File: config.mk
export PLATFORM = sky130hd
export DESIGN_NAME = cnt_mod_n
export DESIGN_NICKNAME = d
export VERILOG_FILES = /design/src/rtl/clock_pkg.sv /design/src/rtl/bin2bcd2.sv /design/src/rtl/cnt_mod_n.sv
export SDC_FILE = /design/constraint.sdc
export NUM_CORES = 1
export LEC_CHECK = 0
export ABC_AREA = 1
export CORE_MARGIN = 5
export CORE_UTILIZATION = 48
export CTS_CLUSTER_SIZE = 24
export DETAILED_ROUTE_END_ITERATION = 8
export PLACE_DENSITY = 0.91
export SLEW_MARGIN = 40
export SYNTH_ARGS = -nofsm -noshare
export SYNTH_HDL_FRONTEND = slang
export SYNTH_SLANG_ARGS = --single-unit
export TNS_END_PERCENT = 5
File: constraint.sdc
create_clock -name clk -period 3.85 [get_ports clk]
set_clock_uncertainty 0.05 [all_clocks]
set_input_delay 0.385 -clock clk [delete_from_list [all_inputs] [get_ports clk]]
set_output_delay 0.385 -clock clk [all_outputs]
set_load 0.02 [all_outputs]
File: src/rtl/clock_pkg.sv
// Shared digital-clock datapath constants and the packed two-digit BCD type.
package clock_pkg;

  localparam int unsigned MOD_SEC  = 60;
  localparam int unsigned MOD_MIN  = 60;
  localparam int unsigned MOD_HOUR = 24;
  localparam int unsigned CNT_W    = 8;

  typedef struct packed {
    logic [3:0] tens;
    logic [3:0] units;
  } bcd_pair_t;

endpackage

File: src/rtl/bin2bcd2.sv
// Combinational 0..99 binary to two-digit packed BCD converter; zero latency, no flow control.
module bin2bcd2
  import clock_pkg::*;
(
  input  logic [7:0] bin,
  output bcd_pair_t  bcd
);

  always_comb begin
    bcd.tens  = 4'(bin / 8'd10);
    bcd.units = 4'(bin % 8'd10);
  end

endmodule

File: src/rtl/cnt_mod_n.sv
// Cascadable modulo-N up/down counter with range-checked preset; 1-cycle count/load, combinational carryout.
// Define BCD_OUT_EN to present out as packed BCD (MODULUS <= 100, WIDTH = 8); no backpressure.
module cnt_mod_n
  import clock_pkg::*;
#(
  parameter int unsigned MODULUS = MOD_SEC,
  parameter int unsigned WIDTH   = CNT_W
) (
  input  logic             clk,
  input  logic             rst,
  input  logic             carryin,
  input  logic             up_dn,
  input  logic             load,
  input  logic [WIDTH-1:0] load_val,
  output logic [WIDTH-1:0] out,
  output logic             carryout,
  output logic             load_err
);

  localparam int unsigned CW = (MODULUS > 1) ? $clog2(MODULUS) : 1;
  localparam logic [CW-1:0] MAX = CW'(MODULUS - 1);

  logic [CW-1:0] cnt_q, cnt_d;
  logic          load_err_q, load_err_d;
  logic          load_ok;
  logic          at_term;

  always_comb begin
    load_ok    = 32'(load_val) < MODULUS;
    at_term    = up_dn ? (cnt_q == MAX) : (cnt_q == '0);
    cnt_d      = cnt_q;
    load_err_d = load_err_q;
    if (load) begin
      // An out-of-range preset leaves the count untouched and only flags the error.
      if (load_ok) begin
        cnt_d      = CW'(load_val);
        load_err_d = 1'b0;
      end else begin
        load_err_d = 1'b1;
      end
    end else if (carryin) begin
      if (up_dn) cnt_d = at_term ? '0  : cnt_q + CW'(1);
      else       cnt_d = at_term ? MAX : cnt_q - CW'(1);
    end
  end

  always_ff @(posedge clk) begin
    if (rst) begin
      cnt_q      <= '0;
      load_err_q <= 1'b0;
    end else begin
      cnt_q      <= cnt_d;
      load_err_q <= load_err_d;
    end
  end

  assign carryout = carryin & ~load & ~rst & at_term;
  assign load_err = load_err_q;

`ifdef BCD_OUT_EN
  bcd_pair_t bcd;

  bin2bcd2 u_bin2bcd2 (
    .bin (8'(cnt_q)),
    .bcd (bcd)
  );

  assign out = WIDTH'(bcd);
`else
  assign out = WIDTH'(cnt_q);
`endif

endmodule

==> results of run 1 <==
cell type report:
cell class,count,area [µm²],area share [%]
Multi-Input combinational cell,88,483,52.2
Timing Repair Buffer,20,200,21.6
Sequential cell,7,140,15.1
Inverter,15,56.3,6.08
Clock buffer,4,26.3,2.84
Tap cell,16,20.0,2.16
worst reg2reg max path, delay by kind of cell (launching register included):
kind / cells / cell delay, ns
flip-flops: 1 / 0.37
AO/OA/AOI/OAI: 2 / 0.17
adder cells (fa/ha/maj): 1 / 0.22
buffers and inverters: 2 / 0.27
AND/OR/NAND/NOR: 4 / 0.45
metrics by stage:
stage	std cells	hold slack (ns)	instance area [µm²]
6_report	150	0.507	926
5_1_grt	150	0.551	926
4_1_cts	150	0.508	926
3_5_place_dp	146	0.494	900
3_3_place_gp	146	0.490	900
2_1_floorplan	114	0.489	717
routing by layer:
metal  vias up  GRT usage (%)
li1        412              -
met1       363           18.7
met2        27           29.8
met3         2           3.68
met4         0           2.69
met5         -              0
cells in the final DEF (no fill, tap or decap), types with 2 or more instances in the layout:
cell             count
clkdlybuf4s50_1     20
conb_1               2
ha_1                 3
nor2_2               2
nand3_1             14
nor2_1               6
a22oi_1              2
o21ai_1              2
o21ai_0             11
nand2_1             25
inv_1               13
inv_2                2
nand3_2              2
dfxtp_1              7
clkbuf_4             3
nand4_1              4
a21oi_1              5
sequential cells by signal (all words and copies together) (netlist names):
signal,flops
load_err,1
cnt_q,6
worst max path at each step:
| stage | depth (start not counted) | end |
|---|---|---|
| 6_report | 6 | carryout |
| 5_1_grt | 6 | carryout |
| 4_1_cts | 6 | carryout |
| 3_5_place_dp | 5 | carryout |
| 3_3_place_gp | 5 | carryout |
| 2_1_floorplan | 5 | carryout |
kinds of logic after synthesis:
group           count (synthesis)
fa+ha+maj                       3
simple gates                   59
compound gates                 23
buf+inv                        19
xor+xnor                        1
flops                           7
other cells                     1
power by group:
| group | internal, mW | switching, mW | total (mW) |
|---|---|---|---|
| Combinational | 0.0484 | 0.0616 | 0.110 |
| Clock | 0.0395 | 0.0255 | 0.0650 |
| Sequential | 0.0791 | 0.0146 | 0.0936 |
| Total | 0.167 | 0.102 | 0.269 |
==> flow_metrics.tcl, run 1 <==
set metrics [dict create \
    drive_gt1_share_pct 11.9 \
    cts_inserted_buffers 3 \
    initialDrtViolationCount 25 \
    path_buf_inv 1 \
    drv_slew 0 \
    synth_seq_area_share_pct 19.6 \
    cts.sinks 7 \
    clockRootBuffer "clkbuf_4" \
    yosysWarningCount 0 \
    cp.required_ns 3.41 \
    hpwl_um 1550 \
    ys_types 27 \
    power_mw 0.269 \
    yosysTopAreaCell "dfxtp_1" \
    diodes 0 \
    gr-total-overflow 0 \
    initial_core_util_pct 49.1 \
    grt_pass1_vias 754 \
    antenna_found_initial 0 \
    outcome "complete, no violations" \
    wl_met1_um 780 \
    whs_endpoint "load_err$_SDFFE_PP0P_" \
    core-area_mm2 0.00145 \
    muxShareOfSynthArea_pct 0 \
    netlist_instances 113 \
    io_buffers 20 \
    peakVddDrop_uv 250 \
    gp_congestion 0.951 \
    r2r-end "cnt_q[4]$_SDFFE_PP0P_" \
    synth_area_leaders "dfxtp_1 (20%), nand2_1 (13%), nand3_1 (9.8%)" \
    vias_per_cell 5.36 \
    postRouteAntennaNets 0 \
    final_core_util_pct 63.7 \
    worst_path_max_delay_cell "clkdlybuf4s50_1" \
    synth_area_per_cell_um2 6.31 \
    num_rows 14 \
    min_path_type "flip-flop to flip-flop" \
    cp_cell_sequence "ha_1 -> nand3_2 -> o21ai_2 -> nand2_1 -> nor3_1 -> clkdlybuf4s50_1" \
    worstSetupStartpoint "cnt_q[1]$_SDFFE_PP0P_" \
    synth-adder-area-share_pct 5.26 \
    postCtsResizedCells 0 \
    track_usage_pct 16.1 \
    critical_path.endpoint_type "primary output" \
    ys.flop_type "dfxtp_1" \
    synth.most_common_cell "nand2_1" \
    setup-violations-final 0 \
    cts_max_path_buffers 2 \
    place_ws_ns 1.31 \
    synth_compound_area_share_pct 18.1 \
    synth_edf_count 0 \
    path_class "flip-flop to primary output" \
    wire_per_inst_um 12.5 \
    top_layer "met4" \
    worst-path-max-fanout 6 \
    whs_path_depth 2 \
    p_leak_nw 0.416 \
    cts_tree "done" \
    timing.fmax_mhz 383 \
    fin_ws_ns 1.24 \
    reg2reg_from "cnt_q[0]$_SDFFE_PP0P_" \
    maxCapViolCount 0 \
    final_nets 151 \
    ctsHoldBuffers 0 \
    fin_crit_sh_pct 67.8 \
    post_cts_buffers 0 \
    drcViolationCount 0 \
    synth_common_cells "nand2_1 (25), nand3_1 (14), inv_1 (13), o21ai_0 (11), dfxtp_1 (7)" \
    dr.pass1.iters 4 \
    dieHeight_um 48.5 \
    yosys_register_bits 7 \
    hold_violations 0 \
    htree_levels 1 \
    synth_simple_gate_area_share_pct 42.1 \
    power.density_mw_per_mm2 290 \
    rsz0062_at_grt "false" \
    ios 23 \
    min_from "load_err$_SDFFE_PP0P_" \
    r2r_setup_slack_ns 2.20 \
    route.met2.wl_um 948 \
    synth_xor_area_share_pct 1.23 \
    r2r_cells 9 \
    clk_latency_ns 0.24 \
    cp-start-kind "flip-flop" \
    totalWireLength_um 1880 \
    netlist_area_um2 713 \
    grt_max_degree 11 \
    routed-wl-met3_um 137 \
    critPathTopFamily "buffers and inverters" \
    grt_pass1_wl_um 3240 \
    n_fill_cell 144 \
    async_flop_share_pct 0 \
    slowest_delay_ns 0.64 \
    tns_ns 0 \
    die_area_mm2 0.00236 \
    syn_to_final_growth_pct 29.8 \
    vias 804 \
    synth_top_family_by_area "simple AND/OR/NAND/NOR gates" \
    dieWidth_um 48.5 \
    cp.arrival_ns 2.18 \
    min_period_ns 2.61 \
    yosys.area.top_type_share_pct 19.6 \
    clk_pin_slew_ns 0.05 \
]
Power figures use the tool's default switching activity.
==> inputs of run 2 (changes only) <==
Settings changed: CORE_ASPECT_RATIO from default to 0.75, CORE_UTILIZATION 48 to 40, PLACE_DENSITY 0.91 to 0.82.
Clock period 3.85 ns to 2.28 ns, I/O delays scaled along.
==> flow_metrics.tcl, run 2 (synthesis results as in run 1) <==
set metrics [dict create \
    timing.fmax_mhz 474 \
    worst-path-max-fanout 6 \
    intPower_mw 0.290 \
    postRouteAntennaNets 0 \
    hpwl_um 1640 \
    min_period_ns 2.11 \
    totalWireLength_um 2090 \
    num_rows 13 \
    cts.sinks 7 \
    cts_inserted_buffers 3 \
    r2r_setup_slack_ns 0.68 \
    die_area_mm2 0.00274 \
    outcome "complete, no violations" \
    initialDrtViolationCount 41 \
    syn_to_final_growth_pct 36.0 \
    critical_path.endpoint_type "primary output" \
    grt_pass1_wl_um 3330 \
    final_cell_mix "nand2_1 (25), clkdlybuf4s50_1 (19), nand3_1 (14), inv_1 (13), o21ai_0 (11)" \
    htree_levels 1 \
    slowest_delay_ns 0.44 \
    maxCapViolCount 0 \
    clk_pin_slew_ns 0.05 \
    dieHeight_um 46.6 \
    dr.pass1.iters 4 \
    vias_per_cell 5.30 \
    gp_congestion 0.954 \
    holdWs_ns 0.502 \
    comb_power_share_pct 42.3 \
    clkPwrFrac_pct 24.7 \
    setup-violations-final 0 \
    hold_violations 0 \
    final_nets 156 \
    final_common_cell "nand2_1" \
    grt_max_degree 11 \
    wire_per_inst_um 13.0 \
    rsz0062_at_grt "false" \
    io_buffers 20 \
    pwr-share-seq_pct 33.0 \
    cp.arrival_ns 1.83 \
    largest_reg_flops 6 \
    power.density_mw_per_mm2 487 \
    tns_ns 0 \
    clk_latency_ns 0.26 \
    vias 853 \
    diodes 0 \
    fin_crit_sh_pct 92.5 \
    worst_path_max_delay_cell "dfxtp_1" \
    min_path_type "flip-flop to flip-flop" \
    cts_max_path_buffers 2 \
    cp-start-kind "flip-flop" \
    drive_gt1_share_pct 15.1 \
    track_usage_pct 16.5 \
    drv_slew 0 \
    core-area_mm2 0.00171 \
    p_sw_mw 0.183 \
    initial_core_util_pct 41.8 \
    drcViolationCount 0 \
    path_class "flip-flop to primary output" \
    p_leak_nw 0.445 \
    switching_share_pct 38.7 \
    cp_cell_sequence "ha_1 -> nand3_2 -> o21ai_2 -> nand2_1 -> nor3_1 -> dlygate4sd2_1" \
    dieWidth_um 58.8 \
    cts_tree "done" \
    peakVddDrop_uv 269 \
    ios 23 \
    antenna_found_initial 0 \
    cp.required_ns 2.00 \
    gr-total-overflow 0 \
    clockRootBuffer "clkbuf_4" \
    top_register "cnt_q" \
    grt_pass1_vias 775 \
]
[run 2: changes by cell type in the layout (fill, tap and decap cells not counted)]
cell,previous run,this run
clkdlybuf4s50_1,20,19
buf_4,0,5
dlygate4sd2_1,0,1
[run 2: metrics by stage]
step | total power [mW] | worst slack, ns | area (µm²) | instances | utilization (%)
after detailed placement | 0.355 | 0.180 | 945 | 157 | 55.3
after CTS | 0.474 | 0.168 | 970 | 161 | 56.8
final | 0.472 | 0.172 | 970 | 161 | 56.8
after floorplan | 0.280 | 0.438 | 717 | 114 | -
after global routing | 0.507 | 0.0121 | 970 | 161 | 56.8
after global placement | 0.349 | 0.235 | 945 | 157 | 55.3
[run 2: what timing repair did]
action / in CTS / in global routing
hold buffers: 0 / 0
endpoints found under the setup margin: 1 / 0
gates resized for setup: 1 / 0
setup buffers: 0 / 0
[run 2: worst paths after layout]
kind | startpoint | to | depth (start not counted)
worst max-delay path | cnt_q[1]$_SDFFE_PP0P_ | carryout | 6
worst min register to register | load_err$_SDFFE_PP0P_ | load_err$_SDFFE_PP0P_ | 2
worst min-delay path | load_err$_SDFFE_PP0P_ | load_err$_SDFFE_PP0P_ | 2
worst max register to register | cnt_q[0]$_SDFFE_PP0P_ | cnt_q[4]$_SDFFE_PP0P_ | 11
[run 2: final cells by class]
| type | instances | area, µm² |
|---|---|---|
| well taps | 22 | 27.5 |
| inverters | 15 | 56.3 |
| repair buffers | 25 | 236 |
| clock buffers | 4 | 26.3 |
| flip-flops and latches | 7 | 140 |
| multi-input cells | 88 | 483 |
| fillers | 170 | 738 |
[run 2: power by group through the flow]
stage / clock (mW) / combinational [mW] / sequential [mW]
6_report: 0.117 / 0.200 / 0.156
3_5_place_dp: 0 / 0.198 / 0.158
3_3_place_gp: 0 / 0.193 / 0.157
5_1_grt: 0.130 / 0.219 / 0.158
4_1_cts: 0.120 / 0.199 / 0.155
2_1_floorplan: 0 / 0.118 / 0.162
[run 2: routing by layer]
layer | GRT usage, % | part of all wire, % | vias up
met5 | 0 | 0 | -
met4 | 6.79 | 2.0 | 0
met3 | 6.16 | 8.5 | 6
met2 | 26.9 | 45 | 39
met1 | 19.6 | 44 | 381
li1 | - | - | 427
[run 2: critical path: cells and delay by family (launching register included)]
kind	cells	cell delay, ns
and+or+nand+nor	3	0.34
DFF	1	0.44
buffers and inverters	1	0.35
adders and majority gates	1	0.29
AOI/OAI and AO/OA	1	0.15
==> inputs of run 3 (changes only) <==
Settings changed: TNS_END_PERCENT 5 to default.
==> results of run 3 <==
No change in the layout: final DEF, timing and power equal those of run 2.
==> RTL edit 1, RTL diff (flow settings as in run 2) <==
Reset style: asynchronous (`rst`), changed in one clocked block.
--- a/src/rtl/cnt_mod_n.sv
+++ b/src/rtl/cnt_mod_n.sv
@@ -45,5 +45,5 @@
   end
 
-  always_ff @(posedge clk) begin
+  always_ff @(posedge clk or posedge rst) begin
     if (rst) begin
       cnt_q      <= '0;
Formal check against the unedited RTL: differs if rst is asserted again (counterexample within 4 cycles, from zero or initial values and one cycle with rst high); with rst held inactive, the same outputs for 10 cycles.
==> RTL edit 1 against run 2 <==
- synthesized area increased by 3.9%
- sequential cell count unchanged
- routed wire length decreased by 2.1%
- via count decreased by 3.9%
- worst setup slack improved by 36 ps
- total power increased by 43%
- sequential share of layout area increased by 2.6 points
- largest power group unchanged
- final area increased by 5.7%
==> RTL edit 1: results (changes against run 2) <==
* Outcome: completed
* Part of the power in registers at 26.9% (-6.1 points)
* Clock power share at 16.8% (-7.9 points)
* Hpwl dp at 1640 um (+0.29%)
* R2R cell count at 10 (-1)
* ClkCell Share at 2.56% (-0.15 points)
* Multi-input combinational area share at 48.1% (-1.7 points)
* Ys flop type: dfrtp_1
* Commonest cells post-synth: nand2_1 (33), nor2_1 (9), nand3_1 (8)
* Synth top area cells: dfrtp_1 (24%), nand2_1 (17%), nand3_1 (5.4%)
* Peak VDD IR at 380 uV (+41%)
* Pin count of the biggest net entering global routing at 10 (-1)
* Power, Total at 0.000677 W (+43%)
* Inverters at 10 (-5)
* R2R Path End: cnt_q[5]$_DFFE_PP0P_
* Buffers, non-clock at 28 (+12%)
* Latest clock arrival within the worst-skew pair at 250 ps
* Multi-input gates at 90 (+2.3%)
* FFs w/ async S/R, synth at 100% (+100 points)
* Met3 Wirelength at 162 um (-8.5%)
* Worst Path Max Fanout at 4 (-2)
* Vias at 820 (-3.9%)
* Seq/total area at 17.1% (+2.6 points)
* R2r setup slk at 760 ps (+80 ps)
* Number of global-route vias before repair at 791 (+2.1%)
* GR Layer Usage met3 at 4.67% (-1.5 points)
* Drt initial violations at 38 (-7.3%)
* Gr usage total at 16.2% (-0.27 points)
* Crit Reg-Reg Startpoint: cnt_q[2]$_DFFE_PP0P_
* Final WL at 2040 um (-2.1%)
* Synth cell types at 29 (+7.4%)
* P_leak at 0.477 nW (+7.4%)
* Worst Hold Class: input pin to async pin
* Max layer used: met3
* GR Layer Usage met2 at 28.4% (+1.6 points)
* Layout cells sized above 1 at 21.6% (+6.5 points)
* Global-route wire length before repair at 3380 um (+1.7%)
* NonClk Buf Share at 25.4% (+1.0 points)
* Switching Share at 43.6% (+4.9 points)
* Sequential area share after synthesis at 23.6% (+4.0 points)
* Critical Path Source: cnt_q[1]$_DFFE_PP0P_
* Routing usage on met1 at 19.6% (about the same)
* Global placer's final weighted congestion at 0.892 (-6.4%)
* # fillers at 166 (-2.4%)
-- RTL edit 1: cell count changes in the layout (fill, tap and decap cells not counted), sizes merged, moves of 5 or more --
cell / run 2 / this run
inv: 15 / 10
nand2: 27 / 38
dfrtp: 0 / 7
nand3: 16 / 10
dfxtp: 7 / 0
o21ai: 14 / 6
nor2: 9 / 15
-- RTL edit 1: worst max-delay path, cell delays in order, from the launching register on --
cell and delay, ps:
dfrtp_1 370, ha_1 250, nand3_2 120, o21ai_2 220, nand2_2 110, nor3_1 140
clkdlybuf4s15_1 330
-- RTL edit 1: through the flow --
step,std cells,area (um2),hold slack [ps],worst slack [ps]
2_1_floorplan,111,744,-18.6,386
3_3_place_gp,157,998,416,192
3_5_place_dp,157,998,425,147
4_1_cts,161,1020,187,182
5_1_grt,161,1020,205,7.72
6_report,161,1020,187,208
-- RTL edit 1: cell families after synthesis --
group | count (synthesis) | synth area share [%]
compound gates | 13 | 10.5
fa+ha+maj | 3 | 5.07
xor+xnor | 3 | 3.55
buf+inv | 14 | 10.3
other cells | 1 | 0.506
flops | 7 | 23.6
simple gates | 69 | 46.5
-- RTL edit 1: how the worst min path moves through the flow --
stage          cells after the start  slack [ps]                   end            startpoint
2_1_floorplan                      1         -20  cnt_q[0]$_DFFE_PP0P_                   rst
3_3_place_gp                       1         420  load_err$_DFFE_PP0P_  load_err$_DFFE_PP0P_
3_5_place_dp                       1         430  load_err$_DFFE_PP0P_  load_err$_DFFE_PP0P_
4_1_cts                            2         190  load_err$_DFFE_PP0P_                   rst
5_1_grt                            2         200  cnt_q[1]$_DFFE_PP0P_                   rst
6_report                           2         190  cnt_q[1]$_DFFE_PP0P_                   rst
==> RTL edit 2, RTL diff (config.mk and constraints of run 2) <==
Without the edit above. Add a define of `BCD_OUT_EN`.
--- a/src/rtl/cnt_mod_n.sv
+++ b/src/rtl/cnt_mod_n.sv
@@ -1,4 +1,6 @@
 // Cascadable modulo-N up/down counter with range-checked preset; 1-cycle count/load, combinational carryout.
 // Define BCD_OUT_EN to present out as packed BCD (MODULUS <= 100, WIDTH = 8); no backpressure.
+`define BCD_OUT_EN
+
 module cnt_mod_n
   import clock_pkg::*;
Behaviour: not the same (a bounded check fails within 4 cycles, from zero or initial values and one cycle with rst high).
==> RTL edit 2 against run 2 <==
- total power increased by 31%
- critical endpoint is now out[4]
- final area increased by 30%
- combinational power is 76% higher
- routed wire length up 22%
- sequential cell count is the same
- worst setup slack lost 77 ps
- synthesized area grew 26%
- maximum frequency is 3.5% lower
- via count increased by 27%
- count of clock-buffer cells in the layout unchanged
- highest routed layer unchanged
==> RTL edit 2: results (changes against run 2) <==
* CP arrival at 1910 ps (+80 ps)
* Post-Place Worst Slack at -61.5 ps (-242 ps)
* Worst Path Max Fanout at 5 (-1)
* FFs w/ async S/R, synth at 0% (unchanged)
* Adder-cell share of the synthesized area at 6.93% (+1.7 points)
* Gr usage total at 15.5% (-1.0 points)
* IO Port Bufs at 21 (+5.0%)
* CP peak stage delay at 410 ps (-30 ps)
* Hpwl dp at 2060 um (+26%)
* NumNets Final at 210 (+35%)
* Drt pass-1 iters at 5 (+1)
* Vias at 1081 (+27%)
* Synth cell types at 25 (-7.4%)
* Yosys Warn Count at 0 (unchanged)
* Cell Area, Placed at 1250 um2 (+32%)
* Global-route wire length before repair at 4140 um (+25%)
* Synth top area cells: nand2_1 (16%), dfxtp_1 (16%), nand3_1 (8.3%)
* Pin count of the biggest net entering global routing at 13 (+2)
* Final WL at 2540 um (+22%)
* # fillers at 180 (+5.9%)
* Cell internal pwr at 0.000359 W (+24%)
* Sequential area share after synthesis at 15.5% (-4.1 points)
* Number of global-route vias before repair at 1005 (+30%)
* CP delay by family, top: buffers and inverters
* Commonest cells post-synth: nand2_1 (38), inv_1 (17), nand3_1 (15), nor2_1 (15), o21ai_0 (10)
* Xor and xnor area share after synthesis at 6.80% (+5.6 points)
* Layout cells sized above 1 at 23.0% (+7.9 points)
* Peak VDD IR at 375 uV (+39%)
* Outcome: completed
* Global placer's final weighted congestion at 0.868 (-9.0%)
* Drt initial violations at 51 (+24%)
==> RTL edit 2: worst paths after layout <==
kind                            slack (ps)  depth (start not counted)                    end             startpoint
worst max register to register         420                         10  cnt_q[3]$_SDFFE_PP0P_  cnt_q[1]$_SDFFE_PP0P_
worst min-delay path                   490                          2  load_err$_SDFFE_PP0P_  load_err$_SDFFE_PP0P_
worst max-delay path                    90                          9                 out[4]  cnt_q[4]$_SDFFE_PP0P_
worst min register to register         490                          2  load_err$_SDFFE_PP0P_  load_err$_SDFFE_PP0P_
==> RTL edit 2: through the flow <==
step,power [W],cells
2_1_floorplan,0.000364,152
3_3_place_gp,0.000498,211
3_5_place_dp,0.000508,211
4_1_cts,0.000618,215
5_1_grt,0.000667,215
6_report,0.000619,215
==> RTL edit 2: what timing repair did <==
item / CTS / global route
pin swaps: 0 / 0
endpoints found under the setup margin: 5 / 4
cloned: 0 / 0
resized for setup: 10 / 9
hold buffers: 0 / 0
==> RTL edit 2: tightest hold or removal path, delay by kind of cell (launching register included) <==
family          cells  cell delay, ps
simple gates        1             100
compound gates      1              80
flops               1             320
==> RTL edit 2: cells by family after synthesis <==
family,count (synthesis)
other cells,1
flops,7
buf+inv,26
xor+xnor,7
compound gates,25
fa+ha+maj,5
simple gates,81
==> RTL edit 2: routing by layer <==
layer	wire length (um)	GRT usage [%]	part of all wire, %
met5	0	0	0
met4	35	3.16	1.4
met3	186	1.97	7.3
met2	1190	28.4	47
met1	1120	19.5	44
==> RTL edit 2: area by class of cell <==
class / instances / area, um2 / area share [%]
clock buffers: 4 / 26.3 / 2.08
inverters: 20 / 75.1 / 5.95
multi-input cells: 119 / 641 / 50.7
flip-flops and latches: 7 / 143 / 11.3
well taps: 24 / 30.0 / 2.38
repair buffers: 41 / 348 / 27.6
==> RTL edit 2: power groups by stage <==
stage	clock network, W	logic [W]	registers, W
after floorplan	0	0.000219	0.000145
after global placement	0	0.000349	0.000149
after detailed placement	0	0.000359	0.000150
after CTS	0.000120	0.000350	0.000148
after global routing	0.000130	0.000388	0.000149
final	0.000120	0.000351	0.000148
